`src/rtl/demux_pkg.sv`:
```
// Shared definitions for the demux lane packer: lane count,
// lane-index width/type and the output register state encoding.
package demux_pkg;

   localparam int LANES  = 4;
   localparam int LANE_W = 2;

   typedef logic [LANE_W-1:0] lane_t;

   typedef enum logic {
      OUT_EMPTY = 1'b0,
      OUT_FULL  = 1'b1
   } out_state_e;

endpackage

```
`src/rtl/lane_accum.sv`:
```
// Per-lane serial-to-parallel accumulator with bit counter.
// Ports: clk, rst_n (async, active-low), flush_i (sync clear),
//        beat_i (accepted beat for this lane), bit_i (data bit),
//        done_o (this beat completes the word), word_o (word incl. bit_i).
module lane_accum #(
   parameter int WIDTH = 8
) (
   input  logic             clk,
   input  logic             rst_n,
   input  logic             flush_i,
   input  logic             beat_i,
   input  logic             bit_i,
   output logic             done_o,
   output logic [WIDTH-1:0] word_o
);

   localparam int CW = (WIDTH > 1) ? $clog2(WIDTH) : 1;
   localparam logic [CW-1:0] LAST = CW'(WIDTH - 1);

   logic [CW-1:0]    cnt_q, cnt_d;
   logic [WIDTH-1:0] acc_q, acc_d;
   logic             last;

   assign last = (cnt_q == LAST);

   always_comb begin
      // word_o is the accumulator with the current bit merged in,
      // so a completing beat can hand over the full word directly.
      word_o        = acc_q;
      word_o[cnt_q] = bit_i;
      done_o        = beat_i && !flush_i && last;
      cnt_d         = cnt_q;
      acc_d         = acc_q;
      if (flush_i) begin
         cnt_d = '0;
         acc_d = '0;
      end else if (beat_i) begin
         if (last) begin
            cnt_d = '0;
            acc_d = '0;
         end else begin
            cnt_d = cnt_q + 1'b1;
            acc_d = word_o;
         end
      end
   end

   always_ff @(posedge clk or negedge rst_n) begin
      if (!rst_n) begin
         cnt_q <= '0;
         acc_q <= '0;
      end else begin
         cnt_q <= cnt_d;
         acc_q <= acc_d;
      end
   end

endmodule

```
`src/rtl/demux_lane_packer.sv`:
```
// Packs bits from a 1:4 demux into per-lane WIDTH-bit words.
// Ports: clk, rst_n, s0/s1 lane select, y0..y3 demux outputs,
//        in_valid/in_ready input beat handshake, flush,
//        out_valid/out_ready/out_data/out_lane completed word.
module demux_lane_packer
   import demux_pkg::*;
#(
   parameter int WIDTH = 8
) (
   input  logic             clk,
   input  logic             rst_n,
   input  logic             s0,
   input  logic             s1,
   input  logic             y0,
   input  logic             y1,
   input  logic             y2,
   input  logic             y3,
   input  logic             in_valid,
   output logic             in_ready,
   input  logic             flush,
   output logic             out_valid,
   input  logic             out_ready,
   output logic [WIDTH-1:0] out_data,
   output logic [1:0]       out_lane
);

   lane_t            sel;
   logic [LANES-1:0] y_vec;
   logic [LANES-1:0] done_vec;
   logic [WIDTH-1:0] word_arr [LANES];
   logic             accept;
   logic             complete;

   out_state_e       state_q, state_d;
   logic [WIDTH-1:0] data_q, data_d;
   lane_t            lane_q, lane_d;

   assign sel   = {s1, s0};
   assign y_vec = {y3, y2, y1, y0};

   // Flush wins over a same-cycle beat: the beat is dropped.
   assign accept = in_valid && in_ready && !flush;

   for (genvar g = 0; g < LANES; g++) begin : g_lane
      lane_accum #(
         .WIDTH (WIDTH)
      ) u_lane (
         .clk     (clk),
         .rst_n   (rst_n),
         .flush_i (flush),
         .beat_i  (accept && (sel == lane_t'(g))),
         .bit_i   (y_vec[g]),
         .done_o  (done_vec[g]),
         .word_o  (word_arr[g])
      );
   end

   assign complete  = |done_vec;
   assign out_valid = (state_q == OUT_FULL);
   assign in_ready  = !(out_valid && !out_ready);
   assign out_data  = data_q;
   assign out_lane  = lane_q;

   always_comb begin
      state_d = state_q;
      data_d  = data_q;
      lane_d  = lane_q;
      unique case (state_q)
         OUT_EMPTY: begin
            if (complete) begin
               state_d = OUT_FULL;
               data_d  = word_arr[sel];
               lane_d  = sel;
            end
         end
         OUT_FULL: begin
            // A completion here implies out_ready, since in_ready
            // blocks all beats while the word is stalled.
            if (complete) begin
               data_d = word_arr[sel];
               lane_d = sel;
            end else if (out_ready) begin
               state_d = OUT_EMPTY;
            end
         end
         default: state_d = OUT_EMPTY;
      endcase
   end

   always_ff @(posedge clk or negedge rst_n) begin
      if (!rst_n) begin
         state_q <= OUT_EMPTY;
         data_q  <= '0;
         lane_q  <= '0;
      end else begin
         state_q <= state_d;
         data_q  <= data_d;
         lane_q  <= lane_d;
      end
   end

endmodule

```
`config.mk`:
```
export PLATFORM = sky130hd
export DESIGN_NAME = demux_lane_packer
export DESIGN_NICKNAME = d
export VERILOG_FILES = /design/src/rtl/demux_pkg.sv /design/src/rtl/lane_accum.sv /design/src/rtl/demux_lane_packer.sv
export SDC_FILE = /design/constraint.sdc
export NUM_CORES = 1
export LEC_CHECK = 0
export BUFFER_PORTS_ARGS = -buffer_cell sky130_fd_sc_hd__buf_2
export CAP_MARGIN = 20
export CORE_ASPECT_RATIO = 0.75
export CORE_MARGIN = 2
export CORE_UTILIZATION = 45
export DETAILED_ROUTE_END_ITERATION = 8
export PLACE_DENSITY = 0.67
export SLEW_MARGIN = 25
export SYNTH_ARGS = -nofsm -noshare
export SYNTH_HDL_FRONTEND = slang
export SYNTH_SLANG_ARGS = --single-unit
```
`constraint.sdc`:
```
create_clock -name clk -period 2.79 [get_ports clk]
set_input_delay 0.1395 -clock clk [delete_from_list [all_inputs] [get_ports clk]]
set_output_delay 0.1395 -clock clk [all_outputs]
set_load 0.02 [all_outputs]
```
# Yosys cells after proc, flatten, opt, wreduce, memory -nomap -nowiden

Index checks and enable logic that the tools add are counted.
W data, S select, Z words.

Register bits after elaboration: 55
Input bits: 11
Output and inout port bits: 12

Add/subtract/negate cells: 4
$lt $le $gt $ge: 9
Equality and inequality tests: 7
Multiplexer cells: 45
Bitwise logic cells: 2
Reductions and logical operators: 28

Operators with widths:

| kind                  | count |
|---|---|
| $mux W8               | 15 |
| $mux W3               | 12 |
| $bwmux W8             | 4 |
| $logic_and A1 B1 Y1   | 19 |
| $bmux W8 S2           | 1 |
| $lt A3 B4 Y1 const B  | 4 |
| $add A3 B1 Y3 const B | 4 |
| $demux W1 S3          | 4 |
| $eq A3 B3 Y1 const B  | 4 |
| $ge A3 B1 Y1 const B  | 4 |
| $reduce_bool A2 Y1    | 4 |
| $mux W1               | 7 |
| $eq A2 B2 Y1 const B  | 2 |
| $reduce_or A4 Y1      | 1 |
| $ge A3 B3 Y1 const B  | 1 |
| $logic_not A1 Y1      | 3 |
| $not A2 Y3            | 1 |
| $eq A2 B1 Y1 const B  | 1 |
| $logic_not A2 Y1      | 1 |
| $mux W2               | 1 |
| $pmux W1 S2           | 1 |
| $not A1 Y1            | 1 |

# Depth between registers and ports, before layout

Word-level depth: 11
Mapped depth: 7
Mapped depth without buffers: 6

# Modules after synthesis

A second synthesis with hierarchy kept.

Cells, all modules: 365
Area, all modules: 3,651.0 um^2

Modules (own cells, without submodules):

| module                             | instances | cells each | area an instance (um^2) | seq. area each (um^2) |
|---|---|---|---|---|
| lane_accum at g_lane[1].u_lane ... | 2         | 80         | 749.5                   | 275.3 |
| lane_accum at g_lane[0].u_lane     | 1         | 81         | 752.0                   | 275.3 |
| lane_accum at g_lane[3].u_lane     | 1         | 83         | 740.7                   | 275.3 |
| demux_lane_packer                  | 1         | 41         | 659.4                   | 275.3 |

# Least setup slack after synthesis

Ideal clock, no wire load.

Path type: flip-flop to flip-flop
From: reg state_q, in the netlist out_valid
To: reg data_q[0], in the netlist out_data[0]
Setup time: 0.125 ns
Arrival: 1.753 ns
Data required time: 2.665 ns
Path slack: 0.912 ns
Stages on the path, launching flop included: 8
Buffers on the path: 1
Cell sequence: dfrtp_1 nor2b_4 inv_4 and4_4 buf_6 a22oi_4 nand2_4 mux2_4

Word-level cells in the longest chain between the ends: 8

Ends and longest elaborated chain:

| element                              | line                    | source |
|---|---|---|
| start: declaration                   | demux_lane_packer.sv:34 | `out_state_e state_q, state_d;` |
| start signal: assignment             | demux_lane_packer.sv:96 | `state_q <= state_d;` |
| $logic_and A1 B1 Y1 (*)              | demux_lane_packer.sv:60 | `assign in_ready = !(out_valid && !out_ready);` |
| $logic_not A1 Y1 (*)                 | demux_lane_packer.sv:60 |  |
| net in_ready                         | demux_lane_packer.sv:19 | `output logic in_ready,` |
| $logic_and A1 B1 Y1 (*) (2 in a row) | demux_lane_packer.sv:42 | `assign accept = in_valid && in_ready && !flush;` |
| $logic_and A1 B1 Y1                  | demux_lane_packer.sv:51 | `.beat_i (accept && (sel == lane_t'(g))),` |
| $logic_and A1 B1 Y1 (2 in a row)     | lane_accum.sv:31        | `done_o = beat_i && !flush_i && last;` |
| $reduce_or A4 Y1 (*)                 | demux_lane_packer.sv:58 | `assign complete = \|done_vec;` |
| end signal: assignment               | demux_lane_packer.sv:97 | `data_q <= data_d;` |
| end: declaration                     | demux_lane_packer.sv:35 | `logic [WIDTH-1:0] data_q, data_d;` |

The timed path passes the listed nets; every way through them passes the cells marked *.
A chain may end at the register's enable or synchronous reset.

# Final worst setup path

From: reg g_lane[3].u_lane.cnt_q[0]
To: reg data_q[2], in the netlist out_data[2]

Word-level cells in the longest chain between the ends: 9

Ends and longest elaborated chain:

| element                                                                   | line                                             | source |
|---|---|---|
| start: declaration                                                        | lane_accum.sv:20                                 | `logic [CW-1:0] cnt_q, cnt_d;` |
| start signal: assignment                                                  | lane_accum.sv:53                                 | `cnt_q <= cnt_d;` |
| $lt A3 B4 Y1 (not written as such) / $ge A3 B1 Y1 (equally long branches) | lane_accum.sv:30                                 | `word_o[cnt_q] = bit_i;` |
| $logic_and A1 B1 Y1 (not written as such)                                 | lane_accum.sv:30                                 |  |
| $mux W1 (not written as such)                                             | lane_accum.sv:30                                 |  |
| $demux W1 S3                                                              | -                                                |  |
| $bwmux W8                                                                 | lane_accum.sv:30                                 |  |
| $bmux W8 S2                                                               | demux_lane_packer.sv:72, demux_lane_packer.sv:80 |  |
| $mux W8 (not written as such) (2 in a row)                                | demux_lane_packer.sv:72, demux_lane_packer.sv:80 |  |
| $mux W8                                                                   | demux_lane_packer.sv:70, demux_lane_packer.sv:79 |  |

Parallel ways exist; a longest one is shown, timed or not. The select of a mux whose other input is x is not followed.

==> run metrics <==
CP top delay family=adder cells; Worst Path Buf+Inv=0; IO Pins=23; crit start category=register; Starting Density=between 40% and 50%; Max Slew Vio Count=0; Vias=2266; Iter 0 DRT Violations=156; post-synthesis cell count=320; # DRC=0; Mapped Nets=roughly 340; Die Area=about 7600 um^2; n_diodes=0; shortest period the worst path allows=roughly 1.9 ns; Crit. End Element=register; worst min-delay path class=in -> reg; Period Utilization, post-route=roughly two thirds; Fin. Hold Viols=0; Distinct cells, synth=33; port buffer count=22; area delta synth->final=7.14%; die width=~100 um; Setup Fix Bufs, Post-CTS=0; cts repair resizes=0; Fillers=about 620; worst stage delay on the critical path=around 0.50 ns; clock latency on the worst-skew pair=approximately 0.32 ns; critical path class=reg -> reg; share of layout cells above drive strength 1=between 10 and 15%; DR WL/cell=16.6 um; initial antenna violation count=0; most used cell, CP=ha_1; Nets=346; synthesized flop and latch total=55; DR pass1 iterations=4; first-pass GRT wire length=roughly 11000 um; P_leak=around 1.6 nW; # rows=26; Crit Path Max Fanout=11; sequential fraction of the synthesis area=between 40% and 50%; status=finished, final reports clean; unrepaired setup endpoints after global routing=no; largest net degree at the start of global routing=29; via/cell ratio=5.51; post-route ant nets=0; highest-delay cell along the critical path=dfrtp_1; HPWL after DPL=4870 um; number of H-tree levels=2; Die Y=~76 um; Rel. slew slack=around 51%; Required @ worst endpoint=2.99 ns; gpl congestion=about 0.80; worst-margin pin slew=0.726 ns; reg2reg setup slack=around 0.9 ns; CTS tree=built; Num CTS Buffers=5; crit path DAT=between 2 and 2.5 ns; Root Buffer=clkbuf_8; cells along the critical path=ha_1 -> ha_1 -> a22oi_4 -> nand2_4 -> mux2_4; mapped cell area=a little over 3000 um^2; Core ar.=approximately 6700 um^2; gr usage total=19.4%; CTS sink cnt=55; setup violators final=0; Synth warnings=0; final hold slack=0.171 ns; maxcap violations=0; gr ovfl total=0; syn avg cell area=9.69 um^2; Worst-path clk slew=~0.10 ns; Pwr per Cell Area=approximately 410 nW/um^2; fmax=about 530 MHz; vias in the first global route=~2100; Post-CTS Hold Buffers=1; Routed WL=6820 um; CTS Buffer Depth=2; Setup Skew=between 0.01 and 0.015 ns; Setup TNS=0 ns; peak supply drop=around 0.19 mV
==> final cells by class <==
| class | count | area [um^2] | share of cell area, % |
|---|---|---|---|
| Sequential cell | 55 | 1380 | 41.4 |
| Clock inverter | 1 | 5.00 | 0.151 |
| Tap cell | 84 | 105 | 3.16 |
| Clock buffer | 6 | 82.6 | 2.49 |
| Multi-Input combinational cell | 236 | 1600 | 48.3 |
| Inverter | 5 | 21.3 | 0.640 |
| Timing Repair Buffer | 24 | 128 | 3.84 |
==> sequential cells by signal, indices dropped and copies added, names as in the netlist <==
register / count
g_lane.u_lane.cnt_q: 12
out_valid: 1
out_data: 8
g_lane.u_lane.acc_q: 32
out_lane: 2
==> synth_stat cells <==
master,count,area share (%)
a21oi_1,3,0.48
a22oi_1,9,2.2
a22oi_2,1,0.40
a22oi_4,1,0.69
and3_1,8,1.6
and4_1,1,0.28
and4_4,1,0.36
buf_1,1,0.12
buf_2,1,0.16
buf_6,1,0.36
clkbuf_1,21,2.5
dfrtp_1,55,44
ha_1,8,3.2
inv_1,3,0.36
inv_2,1,0.12
inv_4,1,0.20
mux2_2,1,0.36
mux2_4,8,3.9
mux2i_1,32,10
nand2_1,53,6.4
nand2_4,1,0.36
nand2b_1,7,1.4
nand3_1,14,2.3
nand3b_1,14,3.4
nand4_1,2,0.40
nor2_1,10,1.2
nor2b_1,2,0.40
nor2b_4,1,0.44
nor3_1,6,0.97
nor3b_1,13,3.1
nor4_4,2,1.4
o21ai_0,37,6.0
o21ai_1,1,0.16
==> worst paths after layout <==
kind,start,to,cells past startpoint
worst max-delay path,g_lane[3].u_lane.cnt_q[0],out_data[2],5
worst min-delay path,flush,g_lane[0].u_lane.cnt_q[0],2
worst max register to register,g_lane[3].u_lane.cnt_q[0],out_data[2],5
worst min register to register,g_lane[3].u_lane.acc_q[4],g_lane[3].u_lane.acc_q[4],2
max in group asynchronous,rst_n,g_lane[1].u_lane.acc_q[2],3
min in group asynchronous,rst_n,g_lane[0].u_lane.acc_q[5],2
==> metrics by stage <==
| stage | worst slack [ns] | cell area, um^2 | power, W | util [%] | cells |
|---|---|---|---|---|---|
| global route | 0.774 | 3320 | 0.00143 | 49.3 | 411 |
| detailed placement | 0.914 | 3220 | 0.000942 | 47.9 | 403 |
| finish | 0.894 | 3320 | 0.00138 | 49.3 | 411 |
| global placement | 0.921 | 3220 | 0.000942 | 47.9 | 403 |
| floorplan | 0.912 | 3100 | 0.000898 | - | 320 |
| CTS | 0.900 | 3320 | 0.00139 | 49.3 | 411 |
==> power breakdown <==
part	total (W)	switching, W	internal, W
logic	0.000116	0.0000791	0.0000374
registers	0.000810	0.00000867	0.000801
clock network	0.000452	0.000256	0.000196
==> logic make-up (layout without fill, tap and decap cells) <==
| logic type | count (synthesis) | count (layout) | synth area share (%) |
|---|---|---|---|
| simple gates | 135 | 135 | 24.1 |
| flops | 55 | 55 | 44.4 |
| compound gates | 52 | 52 | 9.89 |
| mux | 41 | 41 | 14.6 |
| buf+inv | 29 | 36 | 3.87 |
| fa+ha+maj | 8 | 8 | 3.23 |
==> per-layer routing <==
metal / vias to the layer above / wire [um] / track usage [%]
met4: 0 / 94 / 6.24
met3: 8 / 258 / 3.12
met1: 1091 / 3590 / 29.7
li1: 1133 / - / -
met5: - / 0 / 0
met2: 34 / 2870 / 28.2
==> cell usage in the layout (no fill, tap or decap), drive strengths merged <==
cell type / synthesis / final
ha: 8 / 8
nand3b: 14 / 14
nor3: 6 / 6
dlygate4sd3: 0 / 1
nor2: 10 / 10
nand2b: 7 / 7
nor4: 2 / 2
nand4: 2 / 2
nand3: 14 / 14
a22oi: 11 / 11
mux2i: 32 / 32
and3: 8 / 8
dfrtp: 55 / 55
o21ai: 38 / 38
a21oi: 3 / 3
and4: 2 / 2
mux2: 9 / 9
buf: 3 / 23
nor2b: 3 / 3
clkbuf: 21 / 6
clkinv: 0 / 1
nand2: 54 / 54
inv: 5 / 5
nor3b: 13 / 13
No activity file was read; power rests on OpenSTA's default activity.
